## src/rtl/adc_scan_pkg.sv

```systemverilog
// Shared types and constants for the ADC scan scheduler.
// Packet length depends on ADC_SCAN_CHECKSUM_EN (defined: 4-byte packet with checksum).
package adc_scan_pkg;

  typedef enum logic [2:0] {
    ST_IDLE,
    ST_PICK,
    ST_REQ,
    ST_WAIT_ADC,
    ST_SEND,
    ST_WAIT_ACK,
    ST_WAIT_IDLE,
    ST_GAP
  } state_e;

  localparam logic [7:0] HDR_BYTE_DEF = 8'hA5;
  localparam logic [7:0] TO_DATA_DEF  = 8'hFF;

  localparam int BIDX_W = 2;

`ifdef ADC_SCAN_CHECKSUM_EN
  localparam int PKT_LEN = 4;
`else
  localparam int PKT_LEN = 3;
`endif

  localparam logic [BIDX_W-1:0] LAST_BIDX = BIDX_W'(PKT_LEN - 1);

endpackage

```

## src/rtl/adc_scan_prienc.sv

```systemverilog
// Combinational finder: lowest set bit of mask at an index >= cursor.
module adc_scan_prienc (
  input  logic [7:0] mask,
  input  logic [3:0] cursor,
  output logic [2:0] idx,
  output logic       found
);

  // NOTE: every output gets a default before the loop so no latch is inferred.
  always_comb begin
    idx   = '0;
    found = 1'b0;
    // Descending scan: the last hit written is the lowest qualifying index.
    for (int i = 7; i >= 0; i--) begin
      if (mask[i] && (4'(i) >= cursor)) begin
        idx   = 3'(i);
        found = 1'b1;
      end
    end
  end

endmodule

```

## src/rtl/adc_scan_sched.sv

```systemverilog
// Scans the masked ADC channels in ascending order and frames each result as a UART packet.
// Optional checksum byte is enabled with the ADC_SCAN_CHECKSUM_EN macro.
module adc_scan_sched
  import adc_scan_pkg::*;
#(
  parameter int         SCAN_GAP    = 50000,
  parameter int         ADC_TIMEOUT = 4096,
  parameter logic [7:0] HDR_BYTE    = HDR_BYTE_DEF,
  parameter logic [7:0] TO_DATA     = TO_DATA_DEF
) (
  input  logic       clock,
  input  logic       reset,
  input  logic       enable,
  input  logic [7:0] chan_mask,
  output logic       adc_req,
  output logic [2:0] adc_addr,
  input  logic       adc_valid,
  input  logic [7:0] adc_data,
  output logic       tx_send,
  output logic [7:0] tx_data,
  input  logic       tx_ready,
  output logic       busy,
  output logic       err_timeout
);

  localparam int TW = $clog2(ADC_TIMEOUT + 1);
  localparam int GW = $clog2(SCAN_GAP + 1);

  state_e              state_q, state_d;
  logic [7:0]          mask_q;
  logic [3:0]          cursor_q;
  logic [2:0]          addr_q;
  logic [7:0]          sample_q;
  logic [BIDX_W-1:0]   bidx_q;
  logic [TW-1:0]       tmo_q;
  logic [GW-1:0]       gap_q;
  logic [1:0]          rdy_sync;
  logic                err_q;
  logic                rdy_s;
  logic                tmo_hit;
  logic [2:0]          pe_idx;
  logic                pe_found;
  logic [7:0]          cur_byte;

  assign rdy_s   = rdy_sync[1];
  assign tmo_hit = (tmo_q == TW'(ADC_TIMEOUT - 1));

  adc_scan_prienc u_prienc (
    .mask   (mask_q),
    .cursor (cursor_q),
    .idx    (pe_idx),
    .found  (pe_found)
  );

  always_comb begin
    state_d = state_q;
    unique case (state_q)
      ST_IDLE:      if (enable && (chan_mask != 8'd0)) state_d = ST_PICK;
      ST_PICK:      state_d = pe_found ? ST_REQ : ST_GAP;
      ST_REQ:       state_d = ST_WAIT_ADC;
      ST_WAIT_ADC:  if (adc_valid || tmo_hit) state_d = ST_SEND;
      ST_SEND:      state_d = ST_WAIT_ACK;
      ST_WAIT_ACK:  if (!rdy_s) state_d = ST_WAIT_IDLE;
      ST_WAIT_IDLE: begin
        if (rdy_s) begin
          if (bidx_q != LAST_BIDX)  state_d = ST_SEND;
          else if (addr_q == 3'd7)  state_d = ST_GAP;
          else                      state_d = ST_PICK;
        end
      end
      ST_GAP:       if (gap_q == GW'(SCAN_GAP - 1)) state_d = ST_IDLE;
      default:      state_d = ST_IDLE;
    endcase
  end

  // NOTE: sequential state uses non-blocking assignments so every register
  // samples the pre-edge values, independent of statement order.
  always_ff @(posedge clock or negedge reset) begin
    if (!reset) begin
      state_q  <= ST_IDLE;
      mask_q   <= '0;
      cursor_q <= '0;
      addr_q   <= '0;
      sample_q <= '0;
      bidx_q   <= '0;
      tmo_q    <= '0;
      gap_q    <= '0;
      rdy_sync <= 2'b11;
      err_q    <= 1'b0;
    end else begin
      state_q  <= state_d;
      rdy_sync <= {rdy_sync[0], tx_ready};
      gap_q    <= (state_q == ST_GAP) ? gap_q + 1'b1 : '0;
      unique case (state_q)
        ST_IDLE: begin
          if (enable && (chan_mask != 8'd0)) begin
            mask_q   <= chan_mask;
            cursor_q <= '0;
          end
        end
        ST_PICK: if (pe_found) addr_q <= pe_idx;
        ST_REQ:  tmo_q <= '0;
        ST_WAIT_ADC: begin
          if (adc_valid) begin
            sample_q <= adc_data;
            bidx_q   <= '0;
          end else if (tmo_hit) begin
            sample_q <= TO_DATA;
            err_q    <= 1'b1;
            bidx_q   <= '0;
          end else begin
            tmo_q <= tmo_q + 1'b1;
          end
        end
        ST_WAIT_IDLE: begin
          if (rdy_s) begin
            if (bidx_q != LAST_BIDX) bidx_q   <= bidx_q + 1'b1;
            else                     cursor_q <= {1'b0, addr_q} + 4'd1;
          end
        end
        default: ;
      endcase
    end
  end

  always_comb begin
    cur_byte = 8'h00;
    unique case (bidx_q)
      2'd0:    cur_byte = HDR_BYTE;
      2'd1:    cur_byte = {5'b0, addr_q};
      2'd2:    cur_byte = sample_q;
      default: begin
`ifdef ADC_SCAN_CHECKSUM_EN
        cur_byte = HDR_BYTE + {5'b0, addr_q} + sample_q;
`else
        cur_byte = 8'h00;
`endif
      end
    endcase
  end

  assign adc_req     = (state_q == ST_REQ);
  assign adc_addr    = addr_q;
  assign tx_send     = (state_q == ST_SEND) || (state_q == ST_WAIT_ACK);
  assign tx_data     = tx_send ? cur_byte : 8'h00;
  assign busy        = (state_q != ST_IDLE);
  assign err_timeout = err_q;

endmodule

```

## config.mk

```make
export PLATFORM = sky130hd
export DESIGN_NAME = adc_scan_sched
export DESIGN_NICKNAME = d
export VERILOG_FILES = /design/src/rtl/adc_scan_pkg.sv /design/src/rtl/adc_scan_prienc.sv /design/src/rtl/adc_scan_sched.sv
export SDC_FILE = /design/constraint.sdc
export NUM_CORES = 1
export LEC_CHECK = 0
export CAP_MARGIN = 5
export CORE_MARGIN = 4
export CORE_UTILIZATION = 55
export DETAILED_ROUTE_END_ITERATION = 12
export GPL_ROUTABILITY_DRIVEN = 0
export PLACE_DENSITY = 0.86
export SYNTH_ARGS = -nofsm -noshare
export SYNTH_HDL_FRONTEND = slang
export SYNTH_HIERARCHICAL = 1
export SYNTH_SLANG_ARGS = --single-unit
```

## constraint.sdc

```tcl
create_clock -name clock -period 4.7 [get_ports clock]
set_input_delay 0.94 -clock clock [delete_from_list [all_inputs] [get_ports clock]]
set_output_delay 0.94 -clock clock [all_outputs]
set_load 0.005 [all_outputs]
```

Word-level counts from Yosys, hierarchy flattened
Cells that the tools add are included.
{"block": "op_classes", "n_addsub": 4, "order_cmp": 8, "n_eq_ne": 23, "n_mux": 42, "bitwise_logic": 1, "n_reduce_logical": 27}
{"operator": "3-bit two-way mux", "n": 16}
{"operator": "13-bit two-way mux", "n": 2}
{"operator": "13-bit case mux with 2 select lines", "n": 1}
{"operator": "8-bit two-way mux", "n": 3}
{"operator": "3-bit case mux with 8 select lines", "n": 1}
{"operator": "8-bit case mux with 3 select lines", "n": 1}
{"operator": "2-bit != test (second input constant)", "n": 10}
{"operator": "16-bit by 1-bit adder with 16-bit output (second input constant)", "n": 1}
{"operator": "16-bit equality test (second input constant)", "n": 1}
{"operator": "3-bit by 4-bit greater-or-equal comparator with 1-bit output (first input constant)", "n": 4}
{"operator": "16-bit two-way mux", "n": 1}
{"operator": "3-bit equality test (second input constant)", "n": 5}
{"operator": "13-bit by 1-bit adder with 13-bit output (second input constant)", "n": 1}
{"operator": "13-bit by 12-bit equality test with 1-bit output (second input constant)", "n": 1}
{"operator": "4-bit two-way mux", "n": 3}
{"operator": "1-bit logical AND", "n": 9}
{"operator": "1-bit by 4-bit greater-or-equal comparator with 1-bit output (first input constant)", "n": 2}
{"operator": "2-bit by 4-bit greater-or-equal comparator with 1-bit output (first input constant)", "n": 2}
{"operator": "1-bit two-way mux", "n": 8}
{"operator": "2-bit two-way mux", "n": 4}
{"operator": "4-bit case mux with 2 select lines", "n": 1}
{"operator": "4-bit AND reduction", "n": 2}
{"operator": "2-bit nonzero test", "n": 4}
{"operator": "8-bit nonzero test", "n": 1}
{"operator": "other kinds (16)", "n": 21}
{"block": "word_totals", "reg_bits": 60, "out_inout_bits": 15}

Longest topological paths before layout
Gate-level depths: netlist (run 1).
{"block": "depth", "ltp_word": 12, "depth_mapped": 8, "mapped_depth_nobuf": 7}

Modules after synthesis
Netlist (run 1), hierarchy kept.
{"mod": "adc_scan_sched", "n_inst": 1, "cells_each": 299, "area_per_inst_um2": 3029.2, "seq_area_each_um2": 1503.9}
{"mod": "adc_scan_prienc", "n_inst": 1, "cells_each": 38, "area_per_inst_um2": 236.5, "seq_area_each_um2": 0.0}

Worst setup path before layout (run 1)
No wires, ideal clock.
{"block": "synth_timing", "kind": "register to output", "from": "register bidx_q[0]", "to": "output port tx_data[2]", "arrival_time_ps": 1320, "required_ps": 3760, "path_slack_ps": 2440, "stages_incl_launch_ff": 7, "n_path_buf": 2, "path_cell_list": "dfrtp_1 -> inv_1 -> ha_1 -> clkbuf_1 -> clkbuf_1 -> a221oi_1 -> nor2_1"}
{"block": "synth_between", "elab_chain_cells": 3}
{"element": "from (decl)", "line": "adc_scan_sched.sv:34", "text": "logic [BIDX_W-1:0] bidx_q;"}
{"element": "from (signal assigned)", "line": "adc_scan_sched.sv:117", "text": "if (bidx_q != LAST_BIDX) bidx_q <= bidx_q + 1'b1;"}
{"element": "2-bit equality test, or another cell as far along", "line": "adc_scan_sched.sv:128", "text": "unique case (bidx_q)"}
{"element": "8-bit case mux with 3 select lines *", "line": "adc_scan_sched.sv:128"}
{"element": "8-bit two-way mux *", "line": "adc_scan_sched.sv:145", "text": "assign tx_data = tx_send ? cur_byte : 8'h00;"}
{"element": "to (decl)", "line": "adc_scan_sched.sv:20", "text": "output logic [7:0] tx_data,"}
Every way passes the cells marked *; elsewhere a longest branch is shown, timed or not.

Worst setup path in the final report (run 1)
{"block": "layout_timing", "from": "register state_q[2]", "to": "output port adc_req"}
{"block": "layout_between", "elab_chain_cells": 1}
{"element": "from (decl)", "line": "adc_scan_sched.sv:29", "text": "state_e state_q, state_d;"}
{"element": "from (signal assigned)", "line": "adc_scan_sched.sv:91", "text": "state_q <= state_d;"}
{"element": "3-bit by 2-bit equality test with 1-bit output", "line": "adc_scan_sched.sv:142", "text": "assign adc_req = (state_q == ST_REQ);"}
{"element": "to (decl)", "line": "adc_scan_sched.sv:15", "text": "output logic adc_req,"}
Every way passes these cells.

==> impl_metrics.xml, run 1 <==
<?xml version="1.0" encoding="UTF-8"?>
<metrics>
  <group name="clocking">
    <metric name="holdBufCountCts" unit="">0</metric>
    <metric name="clock_sink_count" unit="">60</metric>
    <metric name="cts_tree" unit="">yes</metric>
    <metric name="cts_buffer_depth" unit="">2</metric>
    <metric name="postCtsSetupRepairBufs" unit="">0</metric>
    <metric name="ctsRootBufferMaster" unit="">sky130_fd_sc_hd__clkbuf_8</metric>
    <metric name="clock_latency" unit="ns">0.34</metric>
    <metric name="ctsHtreeMaxLevel" unit="">3</metric>
    <metric name="numCtsBuffers" unit="">9</metric>
    <metric name="clock_slew_seen_by_the_registers_of_the_worst_setup_and_hold_paths" unit="ns">0.07</metric>
    <metric name="post_cts_resized" unit="">0</metric>
  </group>
  <group name="floorplanning">
    <metric name="die_y" unit="um">85.1</metric>
    <metric name="row_count" unit="">27</metric>
    <metric name="dieArea" unit="um^2">7230</metric>
    <metric name="core_region_area" unit="um^2">5640</metric>
    <metric name="initial_standard_cell_utilization_of_the_core" unit="%">57.9</metric>
    <metric name="io_pins" unit="">36</metric>
    <metric name="chipWidth" unit="um">85.1</metric>
  </group>
  <group name="worst_hold_path">
    <metric name="min-delay-path-class" unit="">reg2reg</metric>
  </group>
  <group name="route">
    <metric name="drt_first_iter_violations" unit="">159</metric>
    <metric name="drt-wirelength-per-cell" unit="um">16.4</metric>
    <metric name="totalWireLength" unit="mm">7.38</metric>
    <metric name="top_layer_used" unit="">met4</metric>
    <metric name="routed-wl-met2" unit="mm">3.63</metric>
    <metric name="via_per_inst" unit="">6.00</metric>
    <metric name="drt_pre_antenna_iters" unit="">4</metric>
    <metric name="vias" unit="">2708</metric>
    <metric name="post-route-drc-count" unit="">0</metric>
    <metric name="routedLengthMet1" unit="mm">3.23</metric>
    <metric name="dr_wl_met3" unit="um">439</metric>
    <metric name="antenna_violating_nets_post_route" unit="">0</metric>
  </group>
  <group name="finish">
    <metric name="instances_no_fill" unit="">451</metric>
    <metric name="most-common-layout-cells" unit="">58 x sky130_fd_sc_hd__dfrtp_1, 50 x sky130_fd_sc_hd__nor2_1, 34 x sky130_fd_sc_hd__clkdlybuf4s50_1, 21 x sky130_fd_sc_hd__a21oi_1, 21 x sky130_fd_sc_hd__nand2_1</metric>
    <metric name="antenna_cells" unit="">0</metric>
    <metric name="finish.instance_area" unit="um^2">3820</metric>
    <metric name="final_layout_size_suffix_gt1_share" unit="%">10.3</metric>
    <metric name="final_common_cell" unit="">sky130_fd_sc_hd__dfrtp_1</metric>
    <metric name="num-fill-cells" unit="">436</metric>
    <metric name="syn2layout_area_growth" unit="%">17.1</metric>
    <metric name="final_nets" unit="">403</metric>
  </group>
  <group name="yosys">
    <metric name="synth_top_family_by_area" unit="">simple AND/OR/NAND/NOR gates</metric>
    <metric name="synth_seq_area_share" unit="%">46.1</metric>
    <metric name="count_of_different_cell_masters_after_synthesis" unit="">57</metric>
    <metric name="syn_inst" unit="">337</metric>
    <metric name="yosysTopAreaCell" unit="">sky130_fd_sc_hd__dfrtp_1</metric>
    <metric name="synth_area_leaders" unit="">sky130_fd_sc_hd__dfrtp_1 44%, sky130_fd_sc_hd__nor2_1 5.7%, sky130_fd_sc_hd__xnor2_1 4.0%</metric>
    <metric name="adder_cell_area_share_of_the_yosys_netlist" unit="%">3.07</metric>
    <metric name="async_flop_share" unit="%">100</metric>
    <metric name="syn-mean-instance-area" unit="um^2">9.69</metric>
    <metric name="synth-xor-area-share" unit="%">5.90</metric>
    <metric name="muxShareOfSynthArea" unit="%">4.10</metric>
    <metric name="synth_compound_gate_area_share" unit="%">15.9</metric>
    <metric name="synthSimpleGateAreaFrac" unit="%">21.8</metric>
    <metric name="synth.yosys.warnings" unit="">6</metric>
    <metric name="dominantRegCellSynth" unit="">sky130_fd_sc_hd__dfrtp_1</metric>
    <metric name="synth_edf_count" unit="">0</metric>
    <metric name="yosys.area.top_type_share" unit="%">44.4</metric>
    <metric name="yosys_register_bits" unit="">60</metric>
    <metric name="syn_area" unit="um^2">3270</metric>
    <metric name="synth_fp_nets" unit="">366</metric>
  </group>
  <group name="place">
    <metric name="post-place-cells" unit="">435</metric>
    <metric name="preCtsSetupSlack" unit="ns">1.76</metric>
    <metric name="place.detailed.hpwl" unit="mm">5.09</metric>
    <metric name="post_dp_cell_area" unit="um^2">3660</metric>
    <metric name="portBuffers" unit="">35</metric>
  </group>
  <group name="timing">
    <metric name="period_minus_slack" unit="ns">3.27</metric>
    <metric name="final.setup_skew" unit="ns">0.00388</metric>
    <metric name="min_period_over_period" unit="%">69.5</metric>
    <metric name="fin_setup_tns" unit="ns">0</metric>
    <metric name="timing_max_transition_violations_final" unit="">0</metric>
    <metric name="achievable-frequency" unit="MHz">306</metric>
    <metric name="final_hold_vios" unit="">0</metric>
    <metric name="maxSlewHeadroom" unit="%">51.1</metric>
    <metric name="final_critical_path_setup_slack" unit="ns">1.43</metric>
    <metric name="worst-slew-pin-transition" unit="ns">0.730</metric>
    <metric name="rsz_0062_raised_after_global_routing" unit="">no</metric>
    <metric name="setup_viol" unit="">0</metric>
  </group>
  <group name="run">
    <metric name="max_cap_viol_count" unit="">0</metric>
  </group>
  <group name="power">
    <metric name="powerDensity" unit="nW/um^2">519</metric>
    <metric name="report.power.total" unit="W">0.00199</metric>
    <metric name="ir_worst_vdd" unit="uV">376</metric>
    <metric name="static-leakage-power" unit="nW">1.56</metric>
  </group>
  <group name="critical_path">
    <metric name="crit_type" unit="">reg2out</metric>
    <metric name="worstSetupEndpointType" unit="">output port</metric>
    <metric name="largest_fanout_on_the_critical_path" unit="">12</metric>
    <metric name="worst_r2r_startpoint" unit="">state_q[0]</metric>
    <metric name="worst-r2r-cell-count" unit="">6</metric>
    <metric name="timing.critical_path.to" unit="">adc_req</metric>
    <metric name="timing.critical_path.from_type" unit="">register</metric>
    <metric name="crit_required" unit="ns">3.76</metric>
    <metric name="worst_setup_path_startpoint" unit="">state_q[2]</metric>
    <metric name="timing.rr.end" unit="">cursor_q[2]</metric>
    <metric name="worst-r2r-setup-slack" unit="ns">2.16</metric>
    <metric name="cp_data_arrival_time" unit="ns">2.33</metric>
  </group>
  <group name="global_route">
    <metric name="first_global_vias" unit="">2842</metric>
    <metric name="grt_pass1_wl" unit="mm">12.8</metric>
    <metric name="number_of_antenna_violations_at_the_first_check_in_global_routing" unit="">0</metric>
    <metric name="grt_remaining_overflow" unit="">0</metric>
    <metric name="grt.total_usage" unit="%">21.9</metric>
    <metric name="grt_max_degree" unit="">40</metric>
  </group>
  <group name="status">
    <metric name="status" unit="">finished, final reports clean</metric>
  </group>
</metrics>
[per-layer routing]
metal	global-route usage, %	vias to the layer above
met5	0	-
met4	5.32	0
met3	6.99	14
met2	36.9	95
met1	27.3	1315
li1	-	1284
[layout make-up]
| cell class | count | area, um^2 | area share [%] |
|---|---|---|---|
| Timing Repair Buffer | 37 | 360 | 9.42 |
| Inverter | 12 | 45.0 | 1.18 |
| Clock buffer | 11 | 141 | 3.70 |
| Sequential cell | 60 | 1500 | 39.3 |
| Clock inverter | 5 | 27.5 | 0.720 |
| Tap cell | 72 | 90.1 | 2.36 |
| Multi-Input combinational cell | 254 | 1660 | 43.3 |
[Yosys cell counts, types with 7 or more instances]
| cell type | instances |
|---|---|
| sky130_fd_sc_hd__nor3_1 | 11 |
| sky130_fd_sc_hd__mux2_2 | 11 |
| sky130_fd_sc_hd__o22a_1 | 8 |
| sky130_fd_sc_hd__o21ai_0 | 12 |
| sky130_fd_sc_hd__xor2_1 | 7 |
| sky130_fd_sc_hd__xnor2_1 | 15 |
| sky130_fd_sc_hd__a21oi_1 | 21 |
| sky130_fd_sc_hd__ha_1 | 8 |
| sky130_fd_sc_hd__nand3_1 | 16 |
| sky130_fd_sc_hd__nand2_1 | 21 |
| sky130_fd_sc_hd__inv_1 | 12 |
| sky130_fd_sc_hd__dfrtp_1 | 58 |
| sky130_fd_sc_hd__nor2_1 | 50 |
| sky130_fd_sc_hd__a211oi_1 | 7 |
[worst min-delay path by stage]
| stage | from | depth (start not counted) | end |
|---|---|---|---|
| 2_1_floorplan | rdy_sync[0] | 0 | rdy_sync[1] |
| 3_3_place_gp | rdy_sync[0] | 0 | rdy_sync[1] |
| 3_5_place_dp | rdy_sync[0] | 0 | rdy_sync[1] |
| 4_1_cts | rdy_sync[0] | 0 | rdy_sync[1] |
| 5_1_grt | rdy_sync[0] | 0 | rdy_sync[1] |
| 6_report | rdy_sync[0] | 0 | rdy_sync[1] |
[flip-flops by register name, summed over array words and instances, names as in the netlist, 3 cells and up]
register and flops:
adc_addr 3, mask_q 8, tmo_q 13, gap_q 16
sample_q 8, cursor_q 4, state_q 3
[cells by family (layout without fill, tap and decap cells)]
logic type / after synthesis / count (layout)
simple gates: 138 / 138
compound gates: 74 / 74
flops: 60 / 60
buf+inv: 23 / 65
xor+xnor: 22 / 22
mux: 12 / 12
fa+ha+maj: 8 / 8
[power by group]
group          switching (W)  internal [W]  total, W
Clock               0.000204      0.000202  0.000405
Combinational       0.000380      0.000367  0.000746
Sequential          0.000184      0.000650  0.000833
Total               0.000767       0.00122   0.00199
[per-stage QoR]
stage	util, %	hold slack (ns)
3_5_place_dp	64.8	0.350
5_1_grt	67.8	0.357
3_3_place_gp	64.8	0.346
6_report	67.8	0.355
4_1_cts	67.8	0.355
2_1_floorplan	-	0.345
[critical path, cell delays in order (launching register included)]
cell and delay, ns:
sky130_fd_sc_hd__dfrtp_1 0.49, sky130_fd_sc_hd__nand2b_1 0.33, sky130_fd_sc_hd__nor2_1 0.55, sky130_fd_sc_hd__clkdlybuf4s50_1 0.62
No activity file was read; power rests on OpenSTA's default activity.
==> inputs of run 2 (changes only) <==
clock period = 3.15 ns   (was 4.7 ns; I/O delays follow)
==> run 2 against run 1 <==
Net effect: die area did not move; design area rose by 0.95%; non-clock buffer count grew 4; hold slack worse by 0.15 ns; combinational power grew 57%; first-iteration DRC count up 31%; wire length down 0.72%; register-to-register slack worse by 1.5 ns; power increased by 51%; sequential cell count did not move; critical path depth increased by 2.
==> impl_metrics.xml, run 2 (synthesis gave the netlist of run 1 again) <==
<?xml version="1.0" encoding="UTF-8"?>
<metrics>
  <group name="route">
    <metric name="post-route-drc-count" unit="">0</metric>
    <metric name="drt_first_iter_violations" unit="">208</metric>
    <metric name="antenna_violating_nets_post_route" unit="">0</metric>
    <metric name="totalWireLength" unit="mm">7.33</metric>
    <metric name="drt_pre_antenna_iters" unit="">5</metric>
    <metric name="drt-wirelength-per-cell" unit="um">16.2</metric>
    <metric name="vias" unit="">2717</metric>
    <metric name="via_per_inst" unit="">6.00</metric>
  </group>
  <group name="clocking">
    <metric name="cts_tree" unit="">yes</metric>
    <metric name="clock_sink_count" unit="">60</metric>
    <metric name="numCtsBuffers" unit="">9</metric>
    <metric name="holdBufCountCts" unit="">0</metric>
    <metric name="ctsRootBufferMaster" unit="">sky130_fd_sc_hd__clkbuf_8</metric>
    <metric name="post_cts_resized" unit="">0</metric>
    <metric name="postCtsSetupRepairBufs" unit="">0</metric>
    <metric name="clock_slew_seen_by_the_registers_of_the_worst_setup_and_hold_paths" unit="ns">0.06</metric>
    <metric name="ctsHtreeMaxLevel" unit="">3</metric>
    <metric name="cts_buffer_depth" unit="">2</metric>
    <metric name="clock_latency" unit="ns">0.34</metric>
  </group>
  <group name="power">
    <metric name="static-leakage-power" unit="nW">1.58</metric>
    <metric name="powerDensity" unit="nW/um^2">779</metric>
    <metric name="ir_worst_vdd" unit="uV">563</metric>
  </group>
  <group name="global_route">
    <metric name="number_of_antenna_violations_at_the_first_check_in_global_routing" unit="">0</metric>
    <metric name="grt_pass1_wl" unit="mm">12.6</metric>
    <metric name="grt.total_usage" unit="%">21.7</metric>
    <metric name="grt_remaining_overflow" unit="">0</metric>
    <metric name="first_global_vias" unit="">2742</metric>
    <metric name="grt_max_degree" unit="">27</metric>
  </group>
  <group name="timing">
    <metric name="setup_viol" unit="">0</metric>
    <metric name="fin_worst_hold_slack" unit="ns">0.206</metric>
    <metric name="period_minus_slack" unit="ns">2.89</metric>
    <metric name="final.setup_skew" unit="ns">0.00579</metric>
    <metric name="final_hold_vios" unit="">0</metric>
    <metric name="rsz_0062_raised_after_global_routing" unit="">no</metric>
    <metric name="timing_max_transition_violations_final" unit="">0</metric>
    <metric name="achievable-frequency" unit="MHz">346</metric>
    <metric name="maxSlewHeadroom" unit="%">38.1</metric>
    <metric name="fin_setup_tns" unit="ns">0</metric>
    <metric name="worst-slew-pin-transition" unit="ns">0.923</metric>
    <metric name="min_period_over_period" unit="%">91.6</metric>
  </group>
  <group name="finish">
    <metric name="largest_register_ff_count" unit="">16</metric>
    <metric name="final_common_cell" unit="">sky130_fd_sc_hd__dfrtp_1</metric>
    <metric name="antenna_cells" unit="">0</metric>
    <metric name="final_layout_size_suffix_gt1_share" unit="%">11.0</metric>
    <metric name="most-common-layout-cells" unit="">58 x sky130_fd_sc_hd__dfrtp_1, 50 x sky130_fd_sc_hd__nor2_1, 34 x sky130_fd_sc_hd__clkdlybuf4s50_1, 21 x sky130_fd_sc_hd__a21oi_1, 21 x sky130_fd_sc_hd__nand2_1</metric>
    <metric name="final_nets" unit="">407</metric>
    <metric name="reg.largest.list" unit="">gap_q: 16 flops, tmo_q: 13 flops</metric>
    <metric name="final_util" unit="%">68.4</metric>
    <metric name="top_register" unit="">gap_q</metric>
    <metric name="syn2layout_area_growth" unit="%">18.2</metric>
  </group>
  <group name="critical_path">
    <metric name="largest_fanout_on_the_critical_path" unit="">17</metric>
    <metric name="timing.critical_path.from_type" unit="">register</metric>
    <metric name="crit_type" unit="">reg2out</metric>
    <metric name="worstSetupEndpointType" unit="">output port</metric>
    <metric name="crit_required" unit="ns">2.52</metric>
    <metric name="cp_data_arrival_time" unit="ns">2.26</metric>
  </group>
  <group name="place">
    <metric name="portBuffers" unit="">35</metric>
    <metric name="place.detailed.hpwl" unit="mm">5.18</metric>
  </group>
  <group name="floorplanning">
    <metric name="dieArea" unit="um^2">7230</metric>
    <metric name="row_count" unit="">27</metric>
    <metric name="initial_standard_cell_utilization_of_the_core" unit="%">57.9</metric>
    <metric name="io_pins" unit="">36</metric>
    <metric name="core_region_area" unit="um^2">5640</metric>
    <metric name="die_y" unit="um">85.1</metric>
    <metric name="chipWidth" unit="um">85.1</metric>
  </group>
  <group name="run">
    <metric name="max_cap_viol_count" unit="">0</metric>
  </group>
  <group name="status">
    <metric name="status" unit="">finished, final reports clean</metric>
  </group>
  <group name="worst_hold_path">
    <metric name="min-delay-path-class" unit="">in2async</metric>
  </group>
</metrics>
==> run 2: changes by cell type in the layout (fill, tap and decap cells not counted), sizes merged <==
cell	delta
clkbuf	+1
buf	+4
clkinvlp	-1
clkinv	-2
==> run 2: final timing paths <==
kind / from / endpoint / slack [ns] / depth (start not counted)
max in group asynchronous: reset / rdy_sync[1] / 2.22 / 2
max: bidx_q[0] / tx_data[2] / 0.26 / 5
min reg2reg: rdy_sync[0] / rdy_sync[1] / 0.36 / 0
min in group clock: rdy_sync[0] / rdy_sync[1] / 0.36 / 0
max reg2reg: state_q[2] / mask_q[2] / 0.64 / 4
min: reset / sample_q[5] / 0.21 / 1
==> run 2: critical path, cell delays in order (launching register included) <==
cell                              delay (ns)
sky130_fd_sc_hd__dfrtp_1                0.42
sky130_fd_sc_hd__inv_1                  0.12
sky130_fd_sc_hd__ha_1                   0.52
sky130_fd_sc_hd__a221oi_1               0.18
sky130_fd_sc_hd__nor2_1                 0.15
sky130_fd_sc_hd__clkdlybuf4s50_1        0.52
==> run 2: stage by stage <==
| stage | cell area, um^2 | power (W) | instances | setup slack, ns |
|---|---|---|---|---|
| floorplan | 3270 | 0.00196 | 337 | 1.19 |
| global placement | 3690 | 0.00232 | 439 | 0.508 |
| detailed placement | 3690 | 0.00237 | 439 | 0.377 |
| CTS | 3860 | 0.00301 | 453 | 0.267 |
| global route | 3860 | 0.00322 | 453 | 0.145 |
| finish | 3860 | 0.00301 | 453 | 0.264 |
==> run 2: final cells by class <==
| class | instances | area, um^2 |
|---|---|---|
| clock buffer | 12 | 165 |
| clock inverter | 2 | 10.0 |
| fill | 421 | 1780 |
| inverter | 12 | 45.0 |
| multi-input combinational | 254 | 1660 |
| sequential | 60 | 1500 |
| tap | 72 | 90.1 |
| timing repair buffer | 41 | 390 |
==> run 2: report_power, final <==
part / internal (W) / switching (W)
clock network: 0.000338 / 0.000286
registers: 0.000970 / 0.000242
logic: 0.000567 / 0.000604
==> run 2: metal layers <==
layer / global-route usage [%] / part of all wire, % / vias up
met1: 28.4 / 44 / 1317
met5: 0 / 0 / -
met3: 6.21 / 6.4 / 9
li1: - / - / 1296
met2: 34.6 / 48 / 95
met4: 7.48 / 1.4 / 0
